<file path="config.mk">
export PLATFORM = sky130hd
export DESIGN_NAME = fix_query_sequencer
export DESIGN_NICKNAME = d
export VERILOG_FILES = /design/src/rtl/fix_parser_pkg.sv /design/src/rtl/fix_query_sequencer.sv
export SDC_FILE = /design/constraint.sdc
export NUM_CORES = 1
export LEC_CHECK = 0
export CORE_AREA = 2 2 243 245
export DETAILED_ROUTE_END_ITERATION = 7
export DIE_AREA = 0 0 245 247
export PLACE_DENSITY_LB_ADDON = 0.3
export SLEW_MARGIN = 20
export SYNTH_ARGS = -nofsm -noshare
export SYNTH_HDL_FRONTEND = slang
export SYNTH_SLANG_ARGS = --single-unit
</file>
<file path="constraint.sdc">
create_clock -name clk -period 1.5 [get_ports clk]
set_input_delay 0.15 -clock clk [delete_from_list [all_inputs] [get_ports clk]]
set_output_delay 0.15 -clock clk [all_outputs]
set_load 0.02 [all_outputs]
</file>
<file path="src/rtl/fix_parser_pkg.sv">
// fix_parser_pkg: shared state encoding and FIX field widths for the stored-message query path
package fix_parser_pkg;
  localparam int FIX_TAG_W = 32;
  localparam int FIX_VALUE_W = 256;
  typedef enum logic [2:0] {IDLE, LOC_RD, LOC_WT, SEARCH, VAL_RD, VAL_WT, RESP} fqs_state_t;
endpackage

</file>
<file path="src/rtl/fix_query_sequencer.sv">
// fix_query_sequencer: runs one (message, tag) lookup through location table -> tag CAM -> value RAM
//   req_*   : valid/ready request carrying message number and tag
//   msg_count_i : number of complete messages stored (bounds the message number)
//   loc_*   : location-table read strobe/index and returned start/end window
//   cam_*   : CAM search strobe, held key/window, and done/match/index result
//   val_*   : value RAM read strobe/address and returned data
//   resp_*  : registered response (hit, err, value) held until resp_ready_i
//   busy_o  : a lookup is in progress
module fix_query_sequencer
  import fix_parser_pkg::*;
#(
  parameter int NUM_MESSAGE = 10,
  parameter int ADDR_WIDTH = 5,
  parameter int TAG_WIDTH = FIX_TAG_W,
  parameter int VALUE_WIDTH = FIX_VALUE_W,
  parameter int SEARCH_TMO = 32,
  localparam int MSG_W = $clog2(NUM_MESSAGE)
) (
  input  logic                   clk,
  input  logic                   rst,
  input  logic                   req_valid_i,
  output logic                   req_ready_o,
  input  logic [MSG_W-1:0]       req_msg_i,
  input  logic [TAG_WIDTH-1:0]   req_tag_i,
  input  logic [MSG_W:0]         msg_count_i,
  output logic                   loc_re_o,
  output logic [MSG_W-1:0]       loc_idx_o,
  input  logic [ADDR_WIDTH-1:0]  loc_start_i,
  input  logic [ADDR_WIDTH-1:0]  loc_end_i,
  output logic                   cam_search_o,
  output logic [TAG_WIDTH-1:0]   cam_tag_o,
  output logic [ADDR_WIDTH-1:0]  cam_start_o,
  output logic [ADDR_WIDTH-1:0]  cam_end_o,
  input  logic                   cam_done_i,
  input  logic                   cam_match_i,
  input  logic [ADDR_WIDTH-1:0]  cam_index_i,
  output logic                   val_oe_o,
  output logic [ADDR_WIDTH-1:0]  val_addr_o,
  input  logic [VALUE_WIDTH-1:0] val_data_i,
  output logic                   resp_valid_o,
  input  logic                   resp_ready_i,
  output logic                   resp_hit_o,
  output logic                   resp_err_o,
  output logic [VALUE_WIDTH-1:0] resp_value_o,
  output logic                   busy_o
);
  localparam int CW = $clog2(SEARCH_TMO + 1);
  fqs_state_t state, nxt;
  logic [MSG_W-1:0] msg;
  logic [ADDR_WIDTH-1:0] idx;
  logic [CW-1:0] cnt;
  logic bad, tmo, consume;
  assign bad = {1'b0, msg} >= msg_count_i;
  assign tmo = cnt == CW'(SEARCH_TMO - 1);
  assign consume = resp_valid_o && resp_ready_i;
  assign req_ready_o = state == IDLE;
  assign busy_o = state != IDLE;
  assign loc_re_o = state == LOC_RD && !bad;
  assign loc_idx_o = msg;
  // the search strobe fires only on the first SEARCH cycle; key and window stay registered
  assign cam_search_o = state == SEARCH && cnt == '0;
  assign val_oe_o = state == VAL_RD;
  assign val_addr_o = idx;
  always_comb begin
    nxt = state;
    case (state)
      IDLE:    nxt = req_valid_i ? LOC_RD : IDLE;
      LOC_RD:  nxt = bad ? RESP : LOC_WT;
      LOC_WT:  nxt = SEARCH;
      SEARCH:  nxt = cam_done_i ? (cam_match_i ? VAL_RD : RESP) : (tmo ? RESP : SEARCH);
      VAL_RD:  nxt = VAL_WT;
      VAL_WT:  nxt = RESP;
      RESP:    nxt = consume ? IDLE : RESP;
      default: nxt = IDLE;
    endcase
  end
  // response fields start cleared, so a miss or error only needs to set what differs from zero;
  // resp_valid_o rises one cycle after entering RESP so the fields are settled before it is seen
  always_ff @(posedge clk or negedge rst) begin
    if (!rst) begin
      state <= IDLE;
      msg <= '0;
      idx <= '0;
      cnt <= '0;
      cam_tag_o <= '0;
      cam_start_o <= '0;
      cam_end_o <= '0;
      resp_valid_o <= 1'b0;
      resp_hit_o <= 1'b0;
      resp_err_o <= 1'b0;
      resp_value_o <= '0;
    end else begin
      state <= nxt;
      case (state)
        IDLE: if (req_valid_i) begin
          msg <= req_msg_i;
          cam_tag_o <= req_tag_i;
        end
        LOC_RD: if (bad) resp_err_o <= 1'b1;
        LOC_WT: begin
          cam_start_o <= loc_start_i;
          cam_end_o <= loc_end_i;
          cnt <= '0;
        end
        SEARCH: begin
          cnt <= cnt + 1'b1;
          if (cam_done_i && cam_match_i) idx <= cam_index_i;
          if (!cam_done_i && tmo) resp_err_o <= 1'b1;
        end
        VAL_WT: begin
          resp_value_o <= val_data_i;
          resp_hit_o <= 1'b1;
        end
        RESP: begin
          resp_valid_o <= !consume;
          if (consume) begin
            resp_hit_o <= 1'b0;
            resp_err_o <= 1'b0;
            resp_value_o <= '0;
          end
        end
        default: ;
      endcase
    end
  end
endmodule

</file>
[Word-level counts from Yosys, hierarchy flattened]
Cells that the tools add are included.
Storage, ports and cells
  input port bits: 318
  output and inout port bits: 315
  register bits: 319
  logic and storage cells: 56
Cells by class
  equal/unequal tests: 10
  add/sub/neg operators: 1
  muxes and demuxes: 15
  reductions and logical operators: 18
  order comparisons: 1
Operators by type and width (number)
  $pmux W256 S2: 1
  $mux W256: 1
  $pmux W3 S7: 1
  $mux W3: 4
  $pmux W6 S2: 1
  $eq A3 B3 Y1 const B: 3
  $add A6 B1 Y6 const B: 1
  $eq A3 B2 Y1 const B: 2
  $eq A6 B5 Y1 const B: 1
  $logic_not A6 Y1: 1
  $reduce_and A2 Y1: 3
  $reduce_bool A3 Y1: 2
  $ge A4 B5 Y1: 1
  $logic_and A1 B1 Y1: 5
  $mux W1: 4
  $ne A2 B2 Y1 const B: 2
  $reduce_and A4 Y1: 1
  $reduce_bool A2 Y1: 2
  $eq A3 B1 Y1 const B: 1
  $logic_not A1 Y1: 3
  $logic_not A3 Y1: 1
  $pmux W1 S3: 1
  $mux W2: 1
  $ne A2 B1 Y1 const B: 1
  $pmux W1 S2: 1

[Logic depth before layout (Yosys ltp)]
  depth in word-level cells: 4
  gate-level depth with buffers: 7

[Worst setup path after synthesis]
No wires, ideal clock.
  path kind: reg-to-output
  from: register msg[1], in the netlist loc_idx_o[1]
  to: output port loc_re_o
  buffers on the path: 0
  data arrival time: 1764 ps
  data required time: 1350 ps
  stages on the path, launching flop included: 6
  setup slack: -414 ps
  cells stage by stage: dfrtp_1 ha_1 o21ai_0 a21oi_1 o31ai_1 nor3b_1
Between the ends
  word-level cells in the longest chain between the ends: 3
RTL lines
  from (decl): line fix_query_sequencer.sv:49  | logic [MSG_W-1:0] msg;
  from (signal assigned): line fix_query_sequencer.sv:96  | msg <= req_msg_i;
  $ge A4 B5 Y1: line fix_query_sequencer.sv:53  | assign bad = {1'b0, msg} >= msg_count_i;
  $logic_not A1 Y1: line fix_query_sequencer.sv:58  | assign loc_re_o = state == LOC_RD && !bad;
  $logic_and A1 B1 Y1: line fix_query_sequencer.sv:58
  to (decl): line fix_query_sequencer.sv:26  | output logic loc_re_o,
No other way between the ends.

[Worst setup path after layout]
  from: register msg[0], in the netlist loc_idx_o[0]
  to: output port loc_re_o
Same word-level chain as after synthesis.

==> impl_metrics.py <==
metrics = {
    "timing": {
        "hold_violations": 0,
        "rsz0062_at_grt": "yes",
        "period_share": 1.43,
        "slew_headroom": 0.733,
        "tightest_slew_ps": 400,
        "slew_violations": 0,
        "setup_violations": 313,
        "max_clock_freq_mhz": 467,
        "fin_ws_ps": -643,
        "layout_min_cycle_time_ps": 2140,
        "finClkSkew_ps": 18.2,
    },
    "clocking": {
        "clk_pin_slew_ps": 60,
        "cts.sinks": 319,
        "cts_buffers": 38,
        "cts_tree": "built",
        "clock_tree.root_cell": "clkbuf_16",
        "cts_buffer_depth": 3,
        "clk_latency_ps": 540,
        "htree_levels": 2,
    },
    "detailed_routing": {
        "num_vias": 9633,
        "route.detailed.drc": 0,
        "drt_first_pass_iters": 4,
        "ant_nets": 0,
        "avgViaCountPerCell": 4.20,
        "totalWireLength_mm": 42.6,
        "drt-initial-drc-count": 360,
        "avgRoutedWirePerCell_um": 18.6,
    },
    "pwr": {
        "p_int_uw": 27300,
        "power_frac_clock": 0.214,
        "seqPwrFrac": 0.325,
        "p_comb_frac": 0.461,
        "leakagePower_uw": 0.0103,
        "power.total_uw": 43300,
        "swShare": 0.368,
        "netSwitchingPower_uw": 15900,
        "vdd_drop_max_mv": 1.02,
        "powerDensity_nw_per_um2": 2070,
    },
    "cells_and_area": {
        "fill_cells": 5764,
        "nets": 1815,
        "ff_latch_area_um2": 7980,
        "multi_input_area_um2": 3550,
        "drive_above_1_share": 0.163,
        "area_delta_synth_final_pct": 77.3,
        "utilization": 0.360,
        "final_area_um2": 20900,
    },
    "global_route": {
        "grt_util_all_layers": 0.135,
        "grt_max_degree": 73,
        "grt_pass1_wl_mm": 63.3,
        "grt_pass1_vias": 10207,
        "grt_overflow_total": 0,
        "antenna_found_initial": 1,
    },
    "run": {
        "drv_cap": 0,
    },
    "worst_hold_path": {
        "worst_hold_path_type": "input pin to async pin",
    },
    "floorplan": {
        "coreArea_um2": 58200,
        "die-area_um2": 60500,
        "start_util": 0.203,
        "rows": 89,
        "fp.dieW_um": 245,
        "io_pins": 633,
        "die-height_um": 247,
    },
    "worst_setup_path": {
        "r2r_start": "state[0]$_DFF_PN0_",
        "rr_worst_depth": 6,
        "cp-start-kind": "register",
        "crit_arrival_ps": 1990,
        "critical_path.startpoint": "loc_idx_o[0]$_DFFE_PN0P_",
        "worst-setup-path-type": "register to output pin",
        "cp_max_fo": 2,
        "cp.required_ps": 1350,
        "endpoint_kind": "output pin",
    },
    "synthesis": {
        "syn_avg_cell_area_um2": 15.2,
        "yosys_register_bits": 319,
        "seq_area_frac_synth": 0.676,
        "synth_cells": 776,
        "syn-num-nets": 1100,
        "synth_area_um2": 11800,
        "yosysUniqueCellTypes": 40,
        "ys_warn_count": 0,
    },
    "placed_design": {
        "place_congestion": 0.798,
        "dp.final_hpwl_mm": 31.5,
        "io_buffer_count": 632,
        "postPlaceCellArea_um2": 19700,
    },
    "outcome": {
        "status": "finished, violations left",
        "violations": "negative setup slack",
    },
}
[per-layer routing]
metal  part of all wire  vias up  wire length, µm  GRT usage
met1               0.38     4825            16300      0.159
met4              0.027        0             1160     0.0463
met2               0.51      370            21800      0.234
li1                   -     4374                -          -
met5                  0        -                0          0
met3              0.078       64             3340     0.0407
[repair_timing]
| item | in CTS | in global routing |
|---|---|---|
| endpoints found under the hold margin | 319 | 0 |
| gates cloned | 4 | 0 |
| gates resized for setup | 392 | 9 |
| hold buffers | 1 | 0 |
| endpoints found under the setup margin | 621 | 328 |
| pin swaps | 8 | 5 |
| setup buffers | 16 | 0 |
[worst max-delay path, cell delays in order, from the launching register on]
cell	delay, ps
dfrtp_1	400
inv_2	80
ha_4	200
nor2_4	100
a21oi_2	50
o31ai_2	240
nor3b_4	240
buf_6	140
[power by group through the flow]
stage / combinational (µW) / sequential (µW) / clock, µW
5_1_grt: 21300 / 14500 / 10000
3_3_place_gp: 21700 / 14300 / 0
6_report: 19900 / 14100 / 9260
4_1_cts: 20100 / 14100 / 9640
3_5_place_dp: 21700 / 14300 / 0
2_1_floorplan: 6490 / 18400 / 0
[registers in the layout (all words and copies together) (netlist names)]
signal	cells
loc_idx_o	4
state	3
cam_start_o	5
resp_valid_o	1
resp_value_o	256
cam_end_o	5
cnt	6
val_addr_o	5
resp_hit_o	1
resp_err_o	1
cam_tag_o	32
[cell usage after synthesis (all sizes together)]
| cell | count | area [µm²] |
|---|---|---|
| a21o | 1 | 7.51 |
| a21oi | 6 | 30.0 |
| a22o | 257 | 2250 |
| a2bb2oi | 1 | 8.76 |
| and2 | 2 | 15.0 |
| buf | 63 | 378 |
| clkbuf | 1 | 3.75 |
| dfrtp | 319 | 7980 |
| ha | 6 | 75.1 |
| inv | 10 | 37.5 |
| mux2 | 51 | 679 |
| mux2i | 1 | 10.0 |
| nand2 | 14 | 55.1 |
| nand2b | 3 | 26.3 |
| nand3 | 3 | 15.0 |
| nand3b | 1 | 7.51 |
| nor2 | 10 | 50.1 |
| nor2b | 1 | 6.26 |
| nor3 | 6 | 41.3 |
| nor3b | 2 | 15.0 |
| o211ai | 2 | 15.0 |
| o21ai | 11 | 58.8 |
| o21bai | 1 | 7.51 |
| o311ai | 1 | 8.76 |
| o31ai | 2 | 15.0 |
| or4b | 1 | 10.0 |
[worst paths after layout]
path	endpoint	slack, ps
hold reg to reg	resp_value_o[245]$_DFFE_PN0P_	490
min in group clk	resp_value_o[96]$_DFFE_PN0P_	220
max in group asynchronous	resp_value_o[45]$_DFFE_PN0P_	750
setup reg to reg	resp_value_o[188]$_DFFE_PN0P_	-220
setup / recovery	loc_re_o	-640
hold / removal	cam_end_o[4]$_DFFE_PN0P_	60
[kinds of logic after synthesis]
family                   Yosys count  share of synthesized area
flip-flops                       319                      0.676
buffers and inverters             74                     0.0355
AND/OR/NAND/NOR                   43                     0.0204
AO/OA/AOI/OAI                    282                      0.203
multiplexers                      52                     0.0584
adder cells (fa/ha/maj)            6                    0.00636
[layout make-up]
cell class | instances | area share
Clock inverter | 7 | 0.00424
Sequential cell | 319 | 0.381
Inverter | 10 | 0.00179
Clock buffer | 61 | 0.0558
Multi-Input combinational cell | 383 | 0.170
Timing Repair Buffer | 739 | 0.341
Antenna cell | 1 | 0.000119
Tap cell | 773 | 0.0462
[per-stage QoR]
step | hold WS [ps] | worst slack, ps | instances | TNS [ps]
final | 60.7 | -643 | 2293 | -52850
after global routing | 57.6 | -771 | 2293 | -86560
after CTS | 20.3 | -777 | 2292 | -61800
after detailed placement | 15.2 | -937 | 2204 | -89830
after global placement | 13.4 | -962 | 2204 | -86260
after floorplan | -146 | -141 | 776 | -4580
[cell usage in the layout, fill, tap and decap left out, types with 4 or more instances in the layout]
cell type,count
clkinv_2,4
clkbuf_8,11
buf_12,20
clkdlybuf4s50_1,316
mux2_2,13
a21oi_1,5
buf_6,16
nand2_1,13
clkbuf_16,39
nor2_1,6
mux2_4,38
clkbuf_1,11
ha_1,4
clkdlybuf4s15_1,4
nor2_4,4
buf_4,69
a22o_1,257
o21ai_0,8
dfrtp_1,318
dlygate4sd2_1,300
inv_1,8
buf_16,4
No activity file was read; power rests on OpenSTA's default activity.
